===== src/rtl/fpu_fp64_to_fp32_pipe.sv =====
// Two-stage FP64 -> FP32 narrowing converter with valid/ready on both sides.
// S1 unpacks, classifies and rebiases; S2 rounds, packs and raises flags (flush-to-zero).
module fpu_fp64_to_fp32_pipe (
   input  logic        clk,
   input  logic        reset,
   input  logic        in_valid,
   output logic        in_ready,
   input  logic [63:0] in_data,
   input  logic [1:0]  in_rmode,
   output logic        out_valid,
   input  logic        out_ready,
   output logic [31:0] out_data,
   output logic [3:0]  out_flags
);

   typedef enum logic [1:0] {
      RM_RNE = 2'd0,
      RM_RTZ = 2'd1,
      RM_RUP = 2'd2,
      RM_RDN = 2'd3
   } rmode_e;

   // TINY covers both denormal inputs and results below the FP32 normal range.
   typedef enum logic [2:0] {
      CLS_NORM,
      CLS_QNAN,
      CLS_SNAN,
      CLS_INF,
      CLS_ZERO,
      CLS_TINY,
      CLS_OFLOW
   } cls_e;

   typedef struct packed {
      logic        sign;
      cls_e        cls;
      rmode_e      rmode;
      logic [7:0]  exp;
      logic [22:0] man;
      logic        guard;
      logic        sticky;
   } s1_t;

   logic              w_s2_adv;
   logic              w_s1_adv;
   logic              w_in_fire;
   logic [10:0]       w_exp64;
   logic [51:0]       w_frac;
   logic signed [11:0] w_e32;
   s1_t               w_s1_next;

   logic              r_s1_valid;
   s1_t               r_s1;

   logic              w_inc;
   logic [23:0]       w_sum;
   logic [8:0]        w_exp_rnd;
   logic              w_inexact;
   logic              w_to_inf;
   logic [31:0]       w_ovf_res;
   logic [31:0]       w_res;
   logic [3:0]        w_flags;

   logic              r_out_valid;
   logic [31:0]       r_out_data;
   logic [3:0]        r_out_flags;

   // ---------------- flow control ----------------
   assign w_s2_adv  = !r_out_valid || out_ready;
   assign w_s1_adv  = r_s1_valid && w_s2_adv;
   assign in_ready  = !r_s1_valid || w_s2_adv;
   assign w_in_fire = in_valid && in_ready;

   // ---------------- stage 1: unpack / classify ----------------
   assign w_exp64 = in_data[62:52];
   assign w_frac  = in_data[51:0];
   assign w_e32   = $signed({1'b0, w_exp64}) - 12'sd896;

   // NOTE: every field gets a default before the priority chain, so no latch is inferred.
   always_comb begin
      w_s1_next.sign   = in_data[63];
      w_s1_next.cls    = CLS_NORM;
      w_s1_next.rmode  = rmode_e'(in_rmode);
      w_s1_next.exp    = w_e32[7:0];
      w_s1_next.man    = w_frac[51:29];
      w_s1_next.guard  = w_frac[28];
      w_s1_next.sticky = |w_frac[27:0];
      if (w_exp64 == 11'h7FF) begin
         if (w_frac != 52'd0) w_s1_next.cls = w_frac[51] ? CLS_QNAN : CLS_SNAN;
         else                 w_s1_next.cls = CLS_INF;
      end else if (w_exp64 == 11'h000) begin
         w_s1_next.cls = (w_frac == 52'd0) ? CLS_ZERO : CLS_TINY;
      end else if (w_e32 <= 12'sd0) begin
         w_s1_next.cls = CLS_TINY;
      end else if (w_e32 >= 12'sd255) begin
         w_s1_next.cls = CLS_OFLOW;
      end
   end

   // NOTE: sequential state uses non-blocking assignments so every register samples pre-edge values.
   always_ff @(posedge clk) begin
      if (reset)          r_s1_valid <= 1'b0;
      else if (w_in_fire) r_s1_valid <= 1'b1;
      else if (w_s1_adv)  r_s1_valid <= 1'b0;
   end

   // NOTE: the S1 payload carries no reset; r_s1_valid alone decides whether it means anything.
   always_ff @(posedge clk) begin
      if (w_in_fire) r_s1 <= w_s1_next;
   end

   // ---------------- stage 2: round / pack ----------------
   always_comb begin
      w_inc = 1'b0;
      unique case (r_s1.rmode)
         RM_RNE: w_inc = r_s1.guard && (r_s1.sticky || r_s1.man[0]);
         RM_RTZ: w_inc = 1'b0;
         RM_RUP: w_inc = !r_s1.sign && (r_s1.guard || r_s1.sticky);
         RM_RDN: w_inc = r_s1.sign && (r_s1.guard || r_s1.sticky);
      endcase
   end

   // A mantissa carry leaves w_sum[22:0] all zero, which is exactly the required m'.
   assign w_sum     = {1'b0, r_s1.man} + {23'd0, w_inc};
   assign w_exp_rnd = {1'b0, r_s1.exp} + {8'd0, w_sum[23]};
   assign w_inexact = r_s1.guard || r_s1.sticky;
   assign w_to_inf  = (r_s1.rmode == RM_RNE) ||
                      (r_s1.rmode == RM_RUP && !r_s1.sign) ||
                      (r_s1.rmode == RM_RDN &&  r_s1.sign);
   assign w_ovf_res = w_to_inf ? {r_s1.sign, 8'hFF, 23'h000000}
                               : {r_s1.sign, 8'hFE, 23'h7FFFFF};

   always_comb begin
      w_res   = {r_s1.sign, 31'd0};
      w_flags = 4'b0000;
      unique case (r_s1.cls)
         CLS_QNAN: w_res = 32'h7FC00000;
         CLS_SNAN: begin
            w_res   = 32'h7FC00000;
            w_flags = 4'b1000;
         end
         CLS_INF:  w_res = {r_s1.sign, 8'hFF, 23'h000000};
         CLS_ZERO: w_res = {r_s1.sign, 31'd0};
         CLS_TINY: begin
            w_res   = {r_s1.sign, 31'd0};
            w_flags = 4'b0011;
         end
         CLS_OFLOW: begin
            w_res   = w_ovf_res;
            w_flags = 4'b0101;
         end
         CLS_NORM: begin
            if (w_exp_rnd >= 9'd255) begin
               w_res   = w_ovf_res;
               w_flags = 4'b0101;
            end else begin
               w_res   = {r_s1.sign, w_exp_rnd[7:0], w_sum[22:0]};
               w_flags = {3'b000, w_inexact};
            end
         end
         default: begin
            w_res   = {r_s1.sign, 31'd0};
            w_flags = 4'b0000;
         end
      endcase
   end

   // Output register: holds steady while the consumer stalls.
   always_ff @(posedge clk) begin
      if (reset) begin
         r_out_valid <= 1'b0;
         r_out_data  <= 32'd0;
         r_out_flags <= 4'd0;
      end else begin
         if (w_s2_adv) r_out_valid <= r_s1_valid;
         if (w_s1_adv) begin
            r_out_data  <= w_res;
            r_out_flags <= w_flags;
         end
      end
   end

   assign out_valid = r_out_valid;
   assign out_data  = r_out_data;
   assign out_flags = r_out_flags;

endmodule


===== config.mk =====
export PLATFORM = sky130hd
export DESIGN_NAME = fpu_fp64_to_fp32_pipe
export DESIGN_NICKNAME = d
export VERILOG_FILES = /design/src/rtl/fpu_fp64_to_fp32_pipe.sv
export SDC_FILE = /design/constraint.sdc
export NUM_CORES = 1
export LEC_CHECK = 0
export BUFFER_PORTS_ARGS = -buffer_cell sky130_fd_sc_hd__buf_2
export CORE_ASPECT_RATIO = 1.1
export CORE_MARGIN = 3
export CORE_UTILIZATION = 25
export DETAILED_ROUTE_END_ITERATION = 10
export PLACE_DENSITY = 0.41
export SLEW_MARGIN = 25
export SYNTH_ARGS = -nofsm -noshare
export SYNTH_HDL_FRONTEND = slang
export SYNTH_SLANG_ARGS = --single-unit

===== constraint.sdc =====
create_clock -name clk -period 9.6 [get_ports clk]
set_input_delay 1.92 -clock clk [delete_from_list [all_inputs] [get_ports clk]]
set_output_delay 1.92 -clock clk [all_outputs]
set_load 0.05 [all_outputs]

# == Word-level counts from Yosys, hierarchy flattened ==
# Cells that the tools add are included.
# word_totals
register_bits,77
input_bits,70
out_inout_bits,38
wordCells,65
# op_classes
add_sub_neg,3
order_cmp,3
n_eq_ne,9
mux,15
reduce_logical,24
# op_table
op,n
case mux 32 bit (4 select lines),1
logical NOT 52 bit,1
nonzero test 52 bit,1
2-to-1 mux 31 bit,1
OR reduction 28 bit,1
adder 23 x 1 -> 24 bit,1
2-to-1 mux 24 bit,1
case mux 4 bit (4 select lines),1
2-to-1 mux 3 bit,5
greater-or-equal comparator 12 x 9 -> 1 bit (second input constant),1
less-or-equal comparator 12 x 1 -> 1 bit (second input constant),1
subtractor 11 x 10 -> 12 bit (second input constant),1
== test 11 bit (second input constant),1
logical NOT 11 bit,1
adder 8 x 1 -> 9 bit,1
greater-or-equal comparator 9 x 8 -> 1 bit (second input constant),1
logical AND 1 bit,7
== test 3 x 2 -> 1 bit (second input constant),2
== test 3 bit (second input constant),2
logical OR 1 bit,6
== test 2 bit (second input constant),2
2-to-1 mux 2 bit,2
case mux 1 bit (4 select lines),1
== test 3 x 1 -> 1 bit (second input constant),1
other kinds (7),11

# == Logic depth before layout (Yosys ltp) ==
# Gate-level depths: netlist (run 1).
# logic_depth
depth_word,8
mapped_depth,19
depth_no_buf,17

# == Worst setup path after synthesis (run 1) ==
# Ideal clock, no wire load.
# synth_path
path_kind,input port to output port
from,in out_ready
to,out in_ready
arrival_time_ns,2.469
setup_slack_ns,5.211
cell_stages,2
path_cell_list,nor2b_1 -> nand2_1
# synth_between
elab_chain_cells,2
# synth_lines
item,line_no,source
from (decl),11,"input logic out_ready,"
logical OR 1 bit,69,assign w_s2_adv = !r_out_valid || out_ready;
logical OR 1 bit,71,assign in_ready = !r_s1_valid || w_s2_adv;
to (decl),7,"output logic in_ready,"
# No other way between the ends.

# == Final worst setup path (run 1) ==
# layout_path
from,reg r_s1[34] (netlist name)
to,"reg r_out_data[8], in the netlist out_data[8]"
# layout_between
elab_chain_cells,7
elab_cells_between_ends,15
# layout_lines
item,line_no,source
from (decl),53,s1_t r_s1;
from (signal assigned),109,if (w_in_fire) r_s1 <= w_s1_next;
== test 2 bit (tied with other cells),"115, 129",
case mux 1 bit (4 select lines) or logical AND 1 bit (tied branches),"115, 128",
adder 23 x 1 -> 24 bit or logical OR 1 bit (tied branches),"124, 127",
adder 8 x 1 -> 9 bit or logical OR 1 bit (tied branches),"125, 128",
greater-or-equal comparator 9 x 8 -> 1 bit or 2-to-1 mux 24 bit (tied branches),"153, 130",
2-to-1 mux 31 bit,153,if (w_exp_rnd >= 9'd255) begin
case mux 32 bit (4 select lines) (*),136,unique case (r_s1.cls)
to (signal assigned),177,r_out_data <= w_res;
to (decl),65,logic [31:0] r_out_data;
# Mark *: on every way between the ends. The rest lies on a longest branch, timed or not.
# A chain may end at the register's enable or synchronous reset.

==> results of run 1 <==
==> logic make-up after synthesis <==
kind of cell,share of synthesized area
compound gates,0.168
xor+xnor,0.0616
fa+ha+maj,0.0188
simple gates,0.233
mux,0.00251
buf+inv,0.0311
flops,0.485
==> power groups by stage <==
stage | combinational [µW] | clock (µW) | sequential, µW
global placement | 104 | 0 | 386
floorplan | 49.5 | 0 | 399
finish | 103 | 329 | 379
CTS | 105 | 339 | 379
global route | 114 | 349 | 381
detailed placement | 104 | 0 | 386
==> registers in the layout (all words and copies together) (netlist names) <==
| signal | cells |
|---|---|
| r_s1_valid | 1 |
| out_flags | 4 |
| r_s1 | 39 |
| out_data | 32 |
| out_valid | 1 |
==> cell type report <==
type / count / area, µm² / share of cell area
Clock inverter: 2 / 16.3 / 0.00326
Tap cell: 196 / 245 / 0.0492
Inverter: 5 / 18.8 / 0.00377
Clock buffer: 14 / 277 / 0.0555
Timing Repair Buffer: 111 / 566 / 0.114
Sequential cell: 77 / 1930 / 0.388
Multi-Input combinational cell: 305 / 1930 / 0.387
==> tightest hold or removal path: cells and delay by family, from the launching register on <==
| family | cells | cell delay, ps |
|---|---|---|
| DFF | 1 | 320 |
| and+or+nand+nor | 1 | 50 |
| AOI/OAI and AO/OA | 1 | 50 |
==> through the flow <==
step                area (µm²)  hold slack, ps  instances  total power [µW]
floorplan                 3980             496        407               449
global placement          4690             443        694               489
detailed placement        4690             446        694               490
CTS                       4980             459        710               822
global route              4980             475        710               845
finish                    4980             454        710               811
==> per-layer routing <==
layer	part of all wire	track usage	vias to the layer above
met4	0.023	0.0604	0
met5	0	0	-
met2	0.45	0.202	91
li1	-	-	1746
met3	0.045	0.0231	14
met1	0.48	0.174	1565
==> cells in the mapped netlist, types with 6 or more instances <==
master,count
a21oi_1,27
a221oi_1,6
and2_1,9
and4_1,6
buf_2,6
clkbuf_1,9
dfxtp_1,38
edfxtp_1,39
ha_1,6
nand2_1,42
nand3_1,14
nand4_1,13
nor2_1,41
nor3_1,14
nor4_1,19
o22ai_1,9
xnor2_1,16
xor2_1,12
==> path summary, 6_finish.rpt <==
check	startpoint	to	slack (ps)	cells after the start
max	r_s1[34]$_DFFE_PP_	out_data[8]$_SDFFE_PP0P_	4940	17
min	out_data[12]$_SDFFE_PP0P_	out_data[12]$_SDFFE_PP0P_	450	2
max reg2reg	r_s1[34]$_DFFE_PP_	out_data[8]$_SDFFE_PP0P_	4940	17
min reg2reg	out_data[12]$_SDFFE_PP0P_	out_data[12]$_SDFFE_PP0P_	450	2
==> impl_metrics.py, run 1 <==
metrics = {
    "outcome": {
        "status": "complete, no violations",
    },
    "drt": {
        "ant_nets": 0,
        "wl_um": 11200,
        "route.detailed.drc": 0,
        "wl_per_cell_um": 15.8,
        "num_vias": 3416,
        "drt_iter0_drc": 183,
        "dr.pass1.iters": 4,
        "routed_via_density": 4.81,
    },
    "clock_tree": {
        "cts.hold.buffers_added": 0,
        "clockBufferDepth": 2,
        "clk_latency_ps": 340,
        "cts_tree": "built",
        "htree_levels": 3,
        "clk_pin_slew_ps": 60,
        "cts_made_buffers": 9,
        "clkSinkCount": 77,
        "cts_resized": 0,
        "cts-root-buf": "clkbuf_16",
        "post_cts_buffers": 0,
    },
    "synth": {
        "ys_seq_area_frac": 0.485,
        "synth_area_per_cell_um2": 9.79,
        "synthTopCellsByArea": "edfxtp_1 (29%), dfxtp_1 (19%), nand2_1 (4.0%), nor2_1 (3.9%), xnor2_1 (3.5%)",
        "ys_types": 57,
        "syn_inst": 407,
        "synth_area_um2": 3980,
        "synth_warnings": 0,
        "synth-seq-cells": 77,
        "synth-edff-count": 39,
        "syn-num-nets": 483,
        "async_reset_ff_frac": 0,
        "yosysTopAreaCell": "edfxtp_1",
        "synthFlopType": "edfxtp_1",
        "synth_top_area_share": 0.294,
    },
    "place": {
        "preCtsSetupSlack_ps": 4840,
        "port_buffers": 107,
        "hpwl_um": 8870,
        "place_congestion": 0.785,
    },
    "timing": {
        "fin_skew_ps": 7.90,
        "timing.final.crit_share": 0.486,
        "maxSlewViolCount": 0,
        "fmax_mhz": 215,
        "setup-violations-final": 0,
        "final_hold_viol_count": 0,
        "tightest_slew_ps": 869,
        "setup_tns_ps": 0,
        "final.setup.worst_slack_ps": 4940,
        "slew_headroom": 0.421,
        "rsz0062_at_grt": "false",
        "layout_min_cycle_time_ps": 4660,
    },
    "finish": {
        "insertedDiodeCount": 0,
        "nets": 585,
        "fin_util": 0.325,
        "area_growth_pct": 25.1,
        "fillCellCount": 1577,
        "final_common_cell": "buf_2",
        "drive_above_1_share": 0.280,
        "final_cell_mix": "buf_2 (107), nand2_1 (42), nor2_1 (41)",
    },
    "global_route": {
        "grt_max_degree": 40,
        "grt-ovfl-total": 0,
        "grt_first_pass_wirelength_um": 17900,
        "antenna_found_initial": 0,
        "grt_pass1_vias": 3332,
        "grt_usage": 0.130,
    },
    "pwr": {
        "power-per-cell-area_nw_per_um2": 163,
        "p_clk_frac": 0.406,
        "switching_share": 0.262,
        "power_frac_seq": 0.467,
        "peakVddDrop_uv": 84.7,
        "pwr-share-comb": 0.127,
        "switchingPower_uw": 212,
        "internal_power_uw": 599,
        "p_leak_uw": 0.00188,
    },
    "critical_path": {
        "end_kind": "register",
        "crit_buf_inv": 0,
        "cp-start-kind": "register",
        "crit_required_ps": 9830,
        "cp_cell_sequence": "and2_1, ha_1, nor2b_1, a21oi_1, o22ai_1, ha_1, nand2_1, nor2_1, nand4_1, nor2_1, ha_1, nand4bb_1, a311oi_1, nand2_1, o21ai_2, a2111oi_0, a221o_1",
        "cpMostUsedCell": "ha_1",
        "worstSetupPathType": "register to register",
        "crit_family": "compound AO/OA/AOI/OAI gates",
        "crit_path_max_incr_delay_ps": 690,
        "critPathSlowestCell": "o21ai_2",
        "cp.arrival_ps": 4890,
        "cp_max_fo": 20,
    },
    "die": {
        "die-area_um2": 17500,
        "chipHeight_um": 138,
        "ios": 108,
        "core_um2": 15300,
        "die_w_um": 126,
        "start_util": 0.260,
        "placementRows": 47,
    },
    "worst_hold_path": {
        "hp-class": "register to register",
    },
    "run": {
        "maxCapViolCount": 0,
    },
}
Power figures use the tool's default switching activity.
==> run 2: changes to the inputs <==
--- a/config.mk
+++ b/config.mk
@@ -5,12 +5,13 @@
 export SDC_FILE = /design/constraint.sdc
 export NUM_CORES = 1
 export LEC_CHECK = 0
+export ABC_AREA = 1
 export BUFFER_PORTS_ARGS = -buffer_cell sky130_fd_sc_hd__buf_2
 export CORE_ASPECT_RATIO = 1.1
 export CORE_MARGIN = 3
 export CORE_UTILIZATION = 25
 export DETAILED_ROUTE_END_ITERATION = 10
-export PLACE_DENSITY = 0.41
+export PLACE_DENSITY = 0.4
 export SLEW_MARGIN = 25
 export SYNTH_ARGS = -nofsm -noshare
 export SYNTH_HDL_FRONTEND = slang
==> constraint.sdc (replaced) <==
create_clock -name clk -period 4.41 [get_ports clk]
set_input_delay 0.882 -clock clk [delete_from_list [all_inputs] [get_ports clk]]
set_output_delay 0.882 -clock clk [all_outputs]
set_load 0.05 [all_outputs]
==> impl_metrics.py, run 2 <==
metrics = {
    "pwr": {
        "p_leak_uw": 0.00233,
        "power.total_uw": 1840,
        "power-per-cell-area_nw_per_um2": 336,
        "peakVddDrop_uv": 179,
    },
    "outcome": {
        "status": "complete, no violations",
    },
    "critical_path": {
        "cp_max_fo": 27,
        "crit_path_max_incr_delay_ps": 420,
        "reg2regPathDepth": 22,
        "worstSetupPathType": "register to register",
        "cp_cell_sequence": "nand2_1, inv_1, ha_1, o32ai_1, ha_1, nand2_1, inv_1, and3_1, nand3_1, nor4_2, ha_1, nand2_1, nor2_2, nand2_1, inv_2, nand4_4, nand2_4, nand2_8, nand3_1, nand2_1, nand2_1, a21oi_1",
        "cpMostUsedCell": "nand2_1",
        "crit_required_ps": 4600,
        "end_kind": "register",
        "critPathSlowestCell": "edfxtp_1",
        "cp.arrival_ps": 3950,
        "cp-start-kind": "register",
    },
    "die": {
        "ios": 108,
        "die-area_um2": 19500,
        "chipHeight_um": 146,
        "core_um2": 17300,
        "start_util": 0.258,
        "placementRows": 50,
        "die_w_um": 133,
    },
    "timing": {
        "layout_min_cycle_time_ps": 3760,
        "setup-violations-final": 0,
        "timing.final.crit_share": 0.853,
        "tightest_slew_ps": 761,
        "slew_headroom": 0.493,
        "final_hold_viol_count": 0,
        "maxSlewViolCount": 0,
        "setup_tns_ps": 0,
        "fmax_mhz": 266,
        "fin_skew_ps": 4.81,
        "rsz0062_at_grt": "false",
    },
    "place": {
        "port_buffers": 107,
        "hpwl_um": 9560,
        "place_congestion": 0.835,
    },
    "synth": {
        "synth_area_per_cell_um2": 8.03,
        "synth_top_area_share": 0.263,
        "synthFlopType": "edfxtp_1",
        "ys_types": 39,
        "ys_seq_area_frac": 0.433,
        "async_reset_ff_frac": 0,
        "yosysMostFrequentCell": "nand2_1",
        "syn_inst": 555,
        "syn-num-nets": 631,
        "synthTopCellsByArea": "edfxtp_1 (26%), dfxtp_1 (17%), nand2_1 (15%), nand3_1 (5.3%), nand3_2 (4.5%)",
        "synthTopCellsByCount": "nand2_1 (178), nor2_1 (49), nand3_1 (47)",
        "synth-seq-cells": 77,
        "synth_area_um2": 4460,
        "synth-edff-count": 39,
        "yosysTopAreaCell": "edfxtp_1",
        "synth_warnings": 0,
    },
    "global_route": {
        "grt-ovfl-total": 0,
        "grt_first_pass_wirelength_um": 19800,
        "grt_usage": 0.127,
        "antenna_found_initial": 0,
        "grt_pass1_vias": 3870,
        "grt_max_degree": 40,
    },
    "clock_tree": {
        "clockBufferDepth": 2,
        "post_cts_buffers": 0,
        "clkSinkCount": 77,
        "htree_levels": 3,
        "cts_made_buffers": 9,
        "cts-root-buf": "clkbuf_16",
        "cts_tree": "built",
        "clk_pin_slew_ps": 60,
        "clk_latency_ps": 340,
    },
    "drt": {
        "dr.max_layer_used": "met4",
        "wl_per_cell_um": 13.3,
        "wl_met3_um": 572,
        "wl_um": 11900,
        "routed_via_density": 4.35,
        "wl_met1_um": 5870,
        "dr.pass1.iters": 4,
        "drt_iter0_drc": 167,
        "num_vias": 3888,
        "wl_met2_um": 5270,
        "ant_nets": 0,
        "route.detailed.drc": 0,
    },
    "finish": {
        "regArea_um2": 1930,
        "drive_above_1_share": 0.277,
        "fillCellCount": 1916,
        "area_growth_pct": 22.7,
        "final_common_cell": "nand2_1",
        "largest_reg_flops": 39,
        "nets": 731,
        "insertedDiodeCount": 0,
        "multiInputGateArea_um2": 2240,
        "top_register": "r_s1",
        "final_cell_mix": "nand2_1 (178), buf_2 (107), nor2_1 (49)",
    },
    "worst_hold_path": {
        "worstHoldPathCells": 2,
        "hp-class": "register to register",
    },
    "run": {
        "maxCapViolCount": 0,
    },
}
-- run 2: worst paths after layout --
path	startpoint	to	slack, ps
setup / recovery	r_s1[34]$_DFFE_PP_	out_data[0]$_SDFFE_PP0P_	650
hold / removal	out_data[23]$_SDFFE_PP0P_	out_data[23]$_SDFFE_PP0P_	460
setup reg to reg	r_s1[34]$_DFFE_PP_	out_data[0]$_SDFFE_PP0P_	650
hold reg to reg	out_data[23]$_SDFFE_PP0P_	out_data[23]$_SDFFE_PP0P_	460
-- run 2: cells by family after synthesis --
group                      after synthesis  share of synthesized area
adders and majority gates                6                     0.0168
and+or+nand+nor                        337                      0.361
xor gates and xnor gates                18                     0.0354
buffers and inverters                   58                     0.0660
AOI/OAI and AO/OA                       59                     0.0879
DFF                                     77                      0.433
-- run 2: final cells by class --
type / count / share of cell area
Clock buffer: 10 / 0.0418
Clock inverter: 6 / 0.0142
Inverter: 37 / 0.0254
Multi-Input combinational cell: 420 / 0.410
Sequential cell: 77 / 0.353
Tap cell: 234 / 0.0535
Timing Repair Buffer: 110 / 0.102
-- run 2: metrics by stage --
step           hold slack, ps  setup WS (ps)  instances  instance area (µm²)  utilization
6_report                  460            648        894                 5470        0.317
5_1_grt                   476            118        894                 5470        0.317
4_1_cts                   463            387        894                 5470        0.317
3_5_place_dp              454            418        878                 5160        0.299
3_3_place_gp              452            536        878                 5160        0.299
2_1_floorplan             557           1210        555                 4460            -
-- run 2: what timing repair did --
item | 4_1_cts | 5_1_grt
hold buffers | 0 | 0
hold endpoints to repair | 0 | 0
gates resized for setup | 0 | 1
setup endpoints to repair | 0 | 18
-- run 2: report_power, final --
group / internal [µW] / switching, µW
logic: 79.4 / 167
clock network: 489 / 279
registers: 792 / 30.7
-- run 2: worst max-delay path: cells and delay by family, from the launching register on --
family,cells,cell delay (ps)
AOI/OAI and AO/OA,2,210
adders and majority gates,3,800
buffers and inverters,3,240
DFF,1,420
and+or+nand+nor,14,1940
-- run 2: metal layers --
| metal | global-route usage | up-vias |
|---|---|---|
| li1 | - | 2054 |
| met1 | 0.177 | 1724 |
| met2 | 0.191 | 97 |
| met3 | 0.0286 | 13 |
| met4 | 0.0478 | 0 |
| met5 | 0 | - |
